--- config.mk ---
export PLATFORM = sky130hd
export DESIGN_NAME = sram_port_arbiter
export DESIGN_NICKNAME = d
export VERILOG_FILES = /design/src/rtl/sram_port_arbiter.sv
export SDC_FILE = /design/constraint.sdc
export NUM_CORES = 1
export LEC_CHECK = 0
export CELL_PAD_IN_SITES_DETAIL_PLACEMENT = 1
export CELL_PAD_IN_SITES_GLOBAL_PLACEMENT = 1
export CORE_AREA = 3 3 103 105
export DETAILED_ROUTE_END_ITERATION = 7
export DIE_AREA = 0 0 106 108
export DONT_BUFFER_PORTS = 1
export PLACE_DENSITY_LB_ADDON = 0.05
export SETUP_SLACK_MARGIN = 0.1
export SLEW_MARGIN = 15
export SYNTH_ARGS = -nofsm -noshare
export SYNTH_HDL_FRONTEND = slang
export SYNTH_SLANG_ARGS = --single-unit
--- constraint.sdc ---
create_clock -name clk -period 6.1 [get_ports clk]
set_input_delay 1.525 -clock clk [delete_from_list [all_inputs] [get_ports clk]]
set_output_delay 1.525 -clock clk [all_outputs]
set_load 0.02 [all_outputs]
--- src/rtl/sram_port_arbiter.sv ---
// rtl/sram_port_arbiter.sv - round-robin arbiter with burst hold sharing one registered-read SRAM port
// Optional stall counter output o_stall_cnt when ARB_STATS_EN is defined.
module sram_port_arbiter #(
   parameter int NUM_REQ       = 4,
   parameter int REQ_SEL_WIDTH = 2,
   parameter int ADDR_WIDTH    = 4,
   parameter int DATA_WIDTH    = 32,
   parameter int MAX_BURST     = 4
) (
   input  logic                          clk,
   input  logic                          i_rst_n,
   input  logic [NUM_REQ-1:0]            i_req,
   input  logic [NUM_REQ-1:0]            i_we,
   input  logic [NUM_REQ-1:0]            i_burst,
   input  logic [NUM_REQ*ADDR_WIDTH-1:0] i_addr,
   input  logic [NUM_REQ*DATA_WIDTH-1:0] i_wdata,
   output logic [NUM_REQ-1:0]            o_gnt,
   output logic [REQ_SEL_WIDTH-1:0]      o_gnt_idx,
   output logic [ADDR_WIDTH-1:0]         o_ram_addr,
   output logic [DATA_WIDTH-1:0]         o_ram_data,
   output logic                          o_ram_we,
   input  logic [DATA_WIDTH-1:0]         i_ram_data,
   output logic [DATA_WIDTH-1:0]         o_rdata,
   output logic [NUM_REQ-1:0]            o_rvalid,
   output logic                          o_busy
`ifdef ARB_STATS_EN
   ,
   output logic [15:0]                   o_stall_cnt
`endif
);

   localparam int CNT_WIDTH = $clog2(MAX_BURST + 1);

   logic [REQ_SEL_WIDTH-1:0] ptr_q, ptr_d;
   logic [REQ_SEL_WIDTH-1:0] owner_q, owner_d;
   logic                     owner_vld_q, owner_vld_d;
   logic [CNT_WIDTH-1:0]     cnt_q, cnt_d;
   logic [NUM_REQ-1:0]       rvalid_q, rvalid_d;

   logic [REQ_SEL_WIDTH-1:0] gnt_idx;
   logic                     gnt_any;
   logic                     hold;
   logic [NUM_REQ-1:0]       gnt;
   logic [ADDR_WIDTH-1:0]    ram_addr;
   logic [DATA_WIDTH-1:0]    ram_data;
   logic                     ram_we;

   // Owner keeps the port only while it still asks for a burst and has not used its quota
   assign hold = owner_vld_q && i_req[owner_q] && i_burst[owner_q]
                 && (cnt_q < CNT_WIDTH'(MAX_BURST));

   always_comb begin : arbitrate
      int idx;
      gnt_any = 1'b0;
      gnt_idx = '0;
      idx     = 0;
      if (hold) begin
         gnt_any = 1'b1;
         gnt_idx = owner_q;
      end else begin
         for (int i = 0; i < NUM_REQ; i++) begin
            idx = (int'(ptr_q) + i) % NUM_REQ;
            if (!gnt_any && i_req[idx]) begin
               gnt_any = 1'b1;
               gnt_idx = REQ_SEL_WIDTH'(idx);
            end
         end
      end
   end

   always_comb begin
      gnt = '0;
      if (gnt_any) begin
         gnt[gnt_idx] = 1'b1;
      end
   end

   // AND-OR select keyed by the one-hot grant; zero fields fall out when nobody is granted
   always_comb begin
      ram_addr = '0;
      ram_data = '0;
      ram_we   = 1'b0;
      for (int k = 0; k < NUM_REQ; k++) begin
         if (gnt[k]) begin
            ram_addr = ram_addr | i_addr[k*ADDR_WIDTH +: ADDR_WIDTH];
            ram_data = ram_data | i_wdata[k*DATA_WIDTH +: DATA_WIDTH];
            ram_we   = ram_we | i_we[k];
         end
      end
   end

   always_comb begin
      ptr_d       = ptr_q;
      owner_d     = owner_q;
      owner_vld_d = owner_vld_q;
      cnt_d       = cnt_q;
      if (gnt_any) begin
         ptr_d       = (int'(gnt_idx) == NUM_REQ - 1) ? '0 : gnt_idx + 1'b1;
         owner_d     = gnt_idx;
         owner_vld_d = i_burst[gnt_idx];
         cnt_d       = hold ? cnt_q + 1'b1 : CNT_WIDTH'(1);
      end else begin
         owner_vld_d = 1'b0;
         cnt_d       = '0;
      end
   end

   assign rvalid_d = gnt & ~i_we;

   always_ff @(posedge clk or negedge i_rst_n) begin
      if (!i_rst_n) begin
         ptr_q       <= '0;
         owner_q     <= '0;
         owner_vld_q <= 1'b0;
         cnt_q       <= '0;
         rvalid_q    <= '0;
      end else begin
         ptr_q       <= ptr_d;
         owner_q     <= owner_d;
         owner_vld_q <= owner_vld_d;
         cnt_q       <= cnt_d;
         rvalid_q    <= rvalid_d;
      end
   end

`ifdef ARB_STATS_EN
   logic [15:0] stall_q, stall_d;

   // One count per cycle in which any requester is left waiting
   always_comb begin
      stall_d = stall_q;
      if (|(i_req & ~gnt) && (stall_q != 16'hFFFF)) begin
         stall_d = stall_q + 16'd1;
      end
   end

   always_ff @(posedge clk or negedge i_rst_n) begin
      if (!i_rst_n) begin
         stall_q <= '0;
      end else begin
         stall_q <= stall_d;
      end
   end

   assign o_stall_cnt = stall_q;
`endif

   assign o_gnt      = gnt;
   assign o_gnt_idx  = gnt_idx;
   assign o_ram_addr = ram_addr;
   assign o_ram_data = ram_data;
   assign o_ram_we   = ram_we;
   assign o_rdata    = i_ram_data;
   assign o_rvalid   = rvalid_q;
   assign o_busy     = gnt_any | (|rvalid_q);

endmodule

**Yosys cells after proc, flatten, opt, wreduce, memory -nomap -nowiden**

Index checks and enable logic that the tools add are counted.
W data, S select, Z words.

- Output and inout port bits: 80
- Flip-flop bits (word level): 12

- Equality and inequality tests: 1
- Bitwise operators: 15
- $add $sub $neg: 5
- Magnitude comparators: 8
- Reductions and logical operators: 14
- Multiplexer cells: 49

Operators by type and width:

| cell | number |
|---|---|
| $mux W32 | 4 |
| $or A32 B32 Y32 | 3 |
| $mux W1 | 24 |
| $mux W4 | 5 |
| $bmux W1 S2 | 7 |
| $lt A3 B4 Y1 const B | 3 |
| $mux W2 | 6 |
| $or A4 B4 Y4 | 3 |
| $lt A2 B3 Y1 const B | 3 |
| $logic_and A1 B1 Y1 | 7 |
| $mux W3 | 2 |
| $reduce_or A2 Y1 | 3 |
| $add A2 B1 Y2 const B | 2 |
| $add A2 B2 Y2 const B | 2 |
| $and A4 B4 Y4 | 1 |
| $not A4 Y4 | 1 |
| $or A1 B1 Y1 | 4 |
| $reduce_or A4 Y1 | 1 |
| $add A3 B1 Y3 const B | 1 |
| $and A1 B1 Y1 const A | 3 |
| $logic_not A1 Y1 | 3 |
| $lt A3 B3 Y1 const B | 1 |
| $demux W1 S2 | 1 |
| $eq A2 B1 Y1 const B | 1 |
| $ge A2 B1 Y1 const B | 1 |

**Depth between registers and ports, before layout**

- Depth after elaboration: 30
- Gate-level depth with buffers: 10
- Depth with buffers taken out: 8

**Least setup slack after synthesis**

No wires, ideal clock.

- Path kind: input to output
- From: input port i_req[0]
- To: output port o_ram_addr[0]
- Arrival time: 3.648 ns
- Setup slack: 0.927 ns
- Data required time: 4.575 ns
- Stages on the path: 10
- Path through: and2_2 -> a22o_2 -> a211oi_2 -> a21oi_2 -> inv_1 -> ha_1 -> clkbuf_1 -> clkbuf_1 -> a22oi_1 -> a21oi_1

- Cells in the longest elaborated chain, start to end: 28
- Elaborated cells between the ends (all ways): 48
- Those cells by class: order compare: 2; mux: 33; bitwise: 3; reduce/logical: 10

RTL lines:

| what | RTL line | source |
|---|---|---|
| start: declaration | 12 | `input logic [NUM_REQ-1:0] i_req,` |
| $bmux W1 S2 | 63 | `if (!gnt_any && i_req[idx]) begin` |
| $mux W1 (not written as such) | 63 |  |
| $mux W1 | 63 |  |
| $mux W1 | 57 | `if (hold) begin` |
| $logic_not A1 Y1 | 63 |  |
| $logic_and A1 B1 Y1 | 63 |  |
| $mux W1 | 63 |  |
| $mux W1 | 57 |  |
| (+8 left out) | n/a |  |
| via o_gnt_idx[1] | 18 | `output logic [REQ_SEL_WIDTH-1:0] o_gnt_idx,` |
| (+4 left out) | n/a |  |
| $mux W4 * | 73 | `if (gnt_any) begin` |
| $mux W4 | 84 | `if (gnt[k]) begin` |
| $or A4 B4 Y4 | 85 | `ram_addr = ram_addr \| i_addr[k*ADDR_WIDTH +: ADDR_WIDTH];` |
| $mux W4 | 84 |  |
| $or A4 B4 Y4 | 85 |  |
| $mux W4 | 84 |  |
| $or A4 B4 Y4 | 85 |  |
| $mux W4 * | 84 |  |
| end: declaration | 19 | `output logic [ADDR_WIDTH-1:0] o_ram_addr,` |

The timed path passes the listed nets; every way through them passes the cells marked *. The select of a mux whose other input is x is not followed.

**Worst setup path in the final report**

- From: input port i_burst[0]
- To: output port o_ram_data[25]

- Cells in the longest elaborated chain, start to end: 17
- Elaborated cells between the ends (all ways): 19
- Those cells by class: order compare: 2; mux: 11; bitwise: 3; reduce/logical: 3

RTL lines:

| what | RTL line | source |
|---|---|---|
| start: declaration | 14 | `input logic [NUM_REQ-1:0] i_burst,` |
| $bmux W1 S2 * | 49 | `assign hold = owner_vld_q && i_req[owner_q] && i_burst[owner_q]` |
| $mux W1 (not written as such) * | 49 |  |
| $logic_and A1 B1 Y1 * | 49 |  |
| $logic_and A1 B1 Y1 * | 50 | `&& (cnt_q < CNT_WIDTH'(MAX_BURST));` |
| $mux W2 * | 57 |  |
| via o_gnt_idx[0] | 18 |  |
| $lt A2 B3 Y1 (not written as such) / $ge A2 B1 Y1 (equally long branches) | 74 | `gnt[gnt_idx] = 1'b1;` |
| $logic_and A1 B1 Y1 (not written as such) | 74 |  |
| (+2 left out) | n/a |  |
| $mux W4 * | 73 |  |
| $mux W32 | 84 |  |
| $or A32 B32 Y32 | 86 | `ram_data = ram_data \| i_wdata[k*DATA_WIDTH +: DATA_WIDTH];` |
| $mux W32 | 84 |  |
| $or A32 B32 Y32 | 86 |  |
| $mux W32 | 84 |  |
| $or A32 B32 Y32 | 86 |  |
| $mux W32 * | 84 |  |
| end: declaration | 20 | `output logic [DATA_WIDTH-1:0] o_ram_data,` |

Marked as above.

==> metrics <==
Synth Area per Inst 7.52 um2; initial antenna violation count 0; Fillers 1203; DR vias 1933; clk_lat worst skew 0.23 ns; Post-synth EDFFs 0; unrepaired setup endpoints after global routing false; I/O Buffers 0; status complete, no violations; crit-path cells nand2_1 > o21ai_1 > o211ai_2 > a31o_2 > inv_1 > ha_1 > buf_12 > a22oi_1 > a21oi_1; Worst Hold Class flop to flop; top cells by area, synth a22oi_1 (31%), dfrtp_1 (17%), buf_4 (13%); crit path time final 5.39 ns; Die Span Y 108 um; Final Power 1780 uW; worst path required time 4.58 ns; Worst Tran Pin Value 0.633 ns; clk sinks 12; Setup crit end kind output pin; number of detailed-route iterations in the first pass 4; Final Core Density 20.8%; share of layout cells above drive strength 1 23.2%; crit path buf inv count 2; Via density 5.35; cell total after placement 357; total die area 11400 um2; Clock H-tree levels 1; CP max stage cell ha_1; row cnt 36; Syn-to-layout area delta 13.0%; hold slack 0.455 ns; DRC errors left 0; cells resized by post-CTS repair 0; drt initial violations 81; Synth Register Bits 12; DP Wirelength 7.01 mm; Startpoint Class input port; crit share post-route 88.4%; Core ar. 9730 um2; clk root buf clkbuf_8; non-filler cells, final 361; vias in the first global route 2086; pin count of the biggest net entering global routing 49; Setup Buffers After CTS 0; Slew headroom 57.8%; Synth top area share 31.0%; grt total ovfl 0; Final Hold Viols 0; DRT Wirelength 8.59 mm; DRT antenna net count 0; first-pass GRT wire length 12.0 mm; post-route setup TNS 0 ns; cell area after synthesis 1790 um2; CP peak stage delay 0.57 ns; Lkg Pwr 0.000760 uW; Async SR Flop Fraction 100%; worst-case clock buffer depth 2; Final Skew 0.000988 ns; cell count after synthesis 238; critical path class input port to output pin; Clk pin slew, worst setup/hold paths 0.05 ns; area of the multi-input gates 1140 um2; GPL Wtd Cong 0.808; family with the most delay on the worst path compound AO/OA/AOI/OAI gates; Die X 106 um; Achievable Freq 0.186 GHz; count leader, synth a22oi_1; IO Pins 270; crit-path max FO 25; Top FF cell, synth dfrtp_1; Final Max Slew Viols 0; TritonCTS Buffers 3; crit path DAT 3.87 ns; gr usage total 13.3%; CTS tree built; Yosys top cell by area a22oi_1; top cells by count, synth a22oi_1 (74), a21oi_1 (39), buf_4 (32); ant diodes 0; Sequential cell area 300 um2; PwrDens 880 nW/um2; YS warnings 0; count of different cell masters after synthesis 32; peak supply drop 0.243 mV; number of setup violations in the final report 0; sequential area share after synthesis 16.8%; hold_buf cts 0; syn nets 433; max_cap viols 0; fin nets 424; initial core utilization 18.4%; Routed WL per cell 23.8 um
-- through the flow --
step | instance area, um2 | setup slack [ns]
2_1_floorplan | 1790 | 0.927
6_report | 2020 | 0.710
5_1_grt | 2020 | 0.546
3_3_place_gp | 1970 | 0.849
4_1_cts | 2020 | 0.691
3_5_place_dp | 1970 | 0.692
-- cells in the final DEF, fill, tap and decap left out, drive strengths merged --
cell	instances
clkbuf	4
a211oi	3
ha	5
inv	7
a31o	1
mux2i	1
nand2	8
nand3b	1
o211ai	2
and2	3
dfrtp	12
a32oi	1
and3	1
buf	39
o21ai	5
nand3	3
a22o	1
o221ai	1
a22oi	74
a21oi	40
a311oi	1
o2bb2ai	1
nor2b	10
nor4	2
nor2	1
mux2	1
-- worst paths after layout --
check	slack, ns	from	endpoint	cells after the start
worst max-delay path	0.71	i_burst[0]	o_ram_data[25]	9
worst min-delay path	0.45	cnt_q[0]	cnt_q[0]	1
worst max register to register	3.14	ptr_q[1]	o_rvalid[2]	9
worst min register to register	0.45	cnt_q[0]	cnt_q[0]	1
max in group asynchronous	5.05	i_rst_n	owner_q[1]	0
min in group asynchronous	0.98	i_rst_n	owner_vld_q	0
-- sequential cells by signal (all words and copies together), names as in the netlist --
name,flops
owner_q,2
owner_vld_q,1
ptr_q,2
cnt_q,3
o_rvalid,4
-- worst register-to-register path, delay by kind of cell (launching register included) --
kind / cells / cell delay, ns
buf+inv: 2 / 0.50
compound gates: 3 / 0.59
fa+ha+maj: 1 / 0.52
simple gates: 3 / 0.84
flops: 1 / 0.43
-- report_power, final --
part / total (uW) / switching, uW / internal (uW) / leakage, uW
logic: 1540 / 939 / 601 / 0.000582
clock network: 84.4 / 27.5 / 56.9 / 0.0000288
registers: 156 / 43.4 / 113 / 0.000149
total: 1780 / 1010 / 770 / 0.000760
-- layout make-up --
cell class	count	area share [%]
Sequential cell	12	14.9
Clock buffer	4	2.72
Inverter	7	1.30
Timing Repair Buffer	39	16.3
Tap cell	133	8.23
Multi-Input combinational cell	166	56.6
-- logic make-up after synthesis --
group                      after synthesis  synth area share [%]
AOI/OAI and AO/OA                      130                  50.1
buffers and inverters                   60                  19.6
and+or+nand+nor                         29                  8.81
DFF                                     12                  16.8
adders and majority gates                5                  3.50
muxes                                    2                  1.19
-- layer usage --
metal  vias to the layer above  track usage, %  share of wire [%]
met5                         -               0                  0
met4                         0            2.41                1.3
li1                        865               -                  -
met2                       114            24.9                 55
met3                        14            3.76                8.1
met1                       940            15.1                 35
Power figures use the tool's default switching activity.
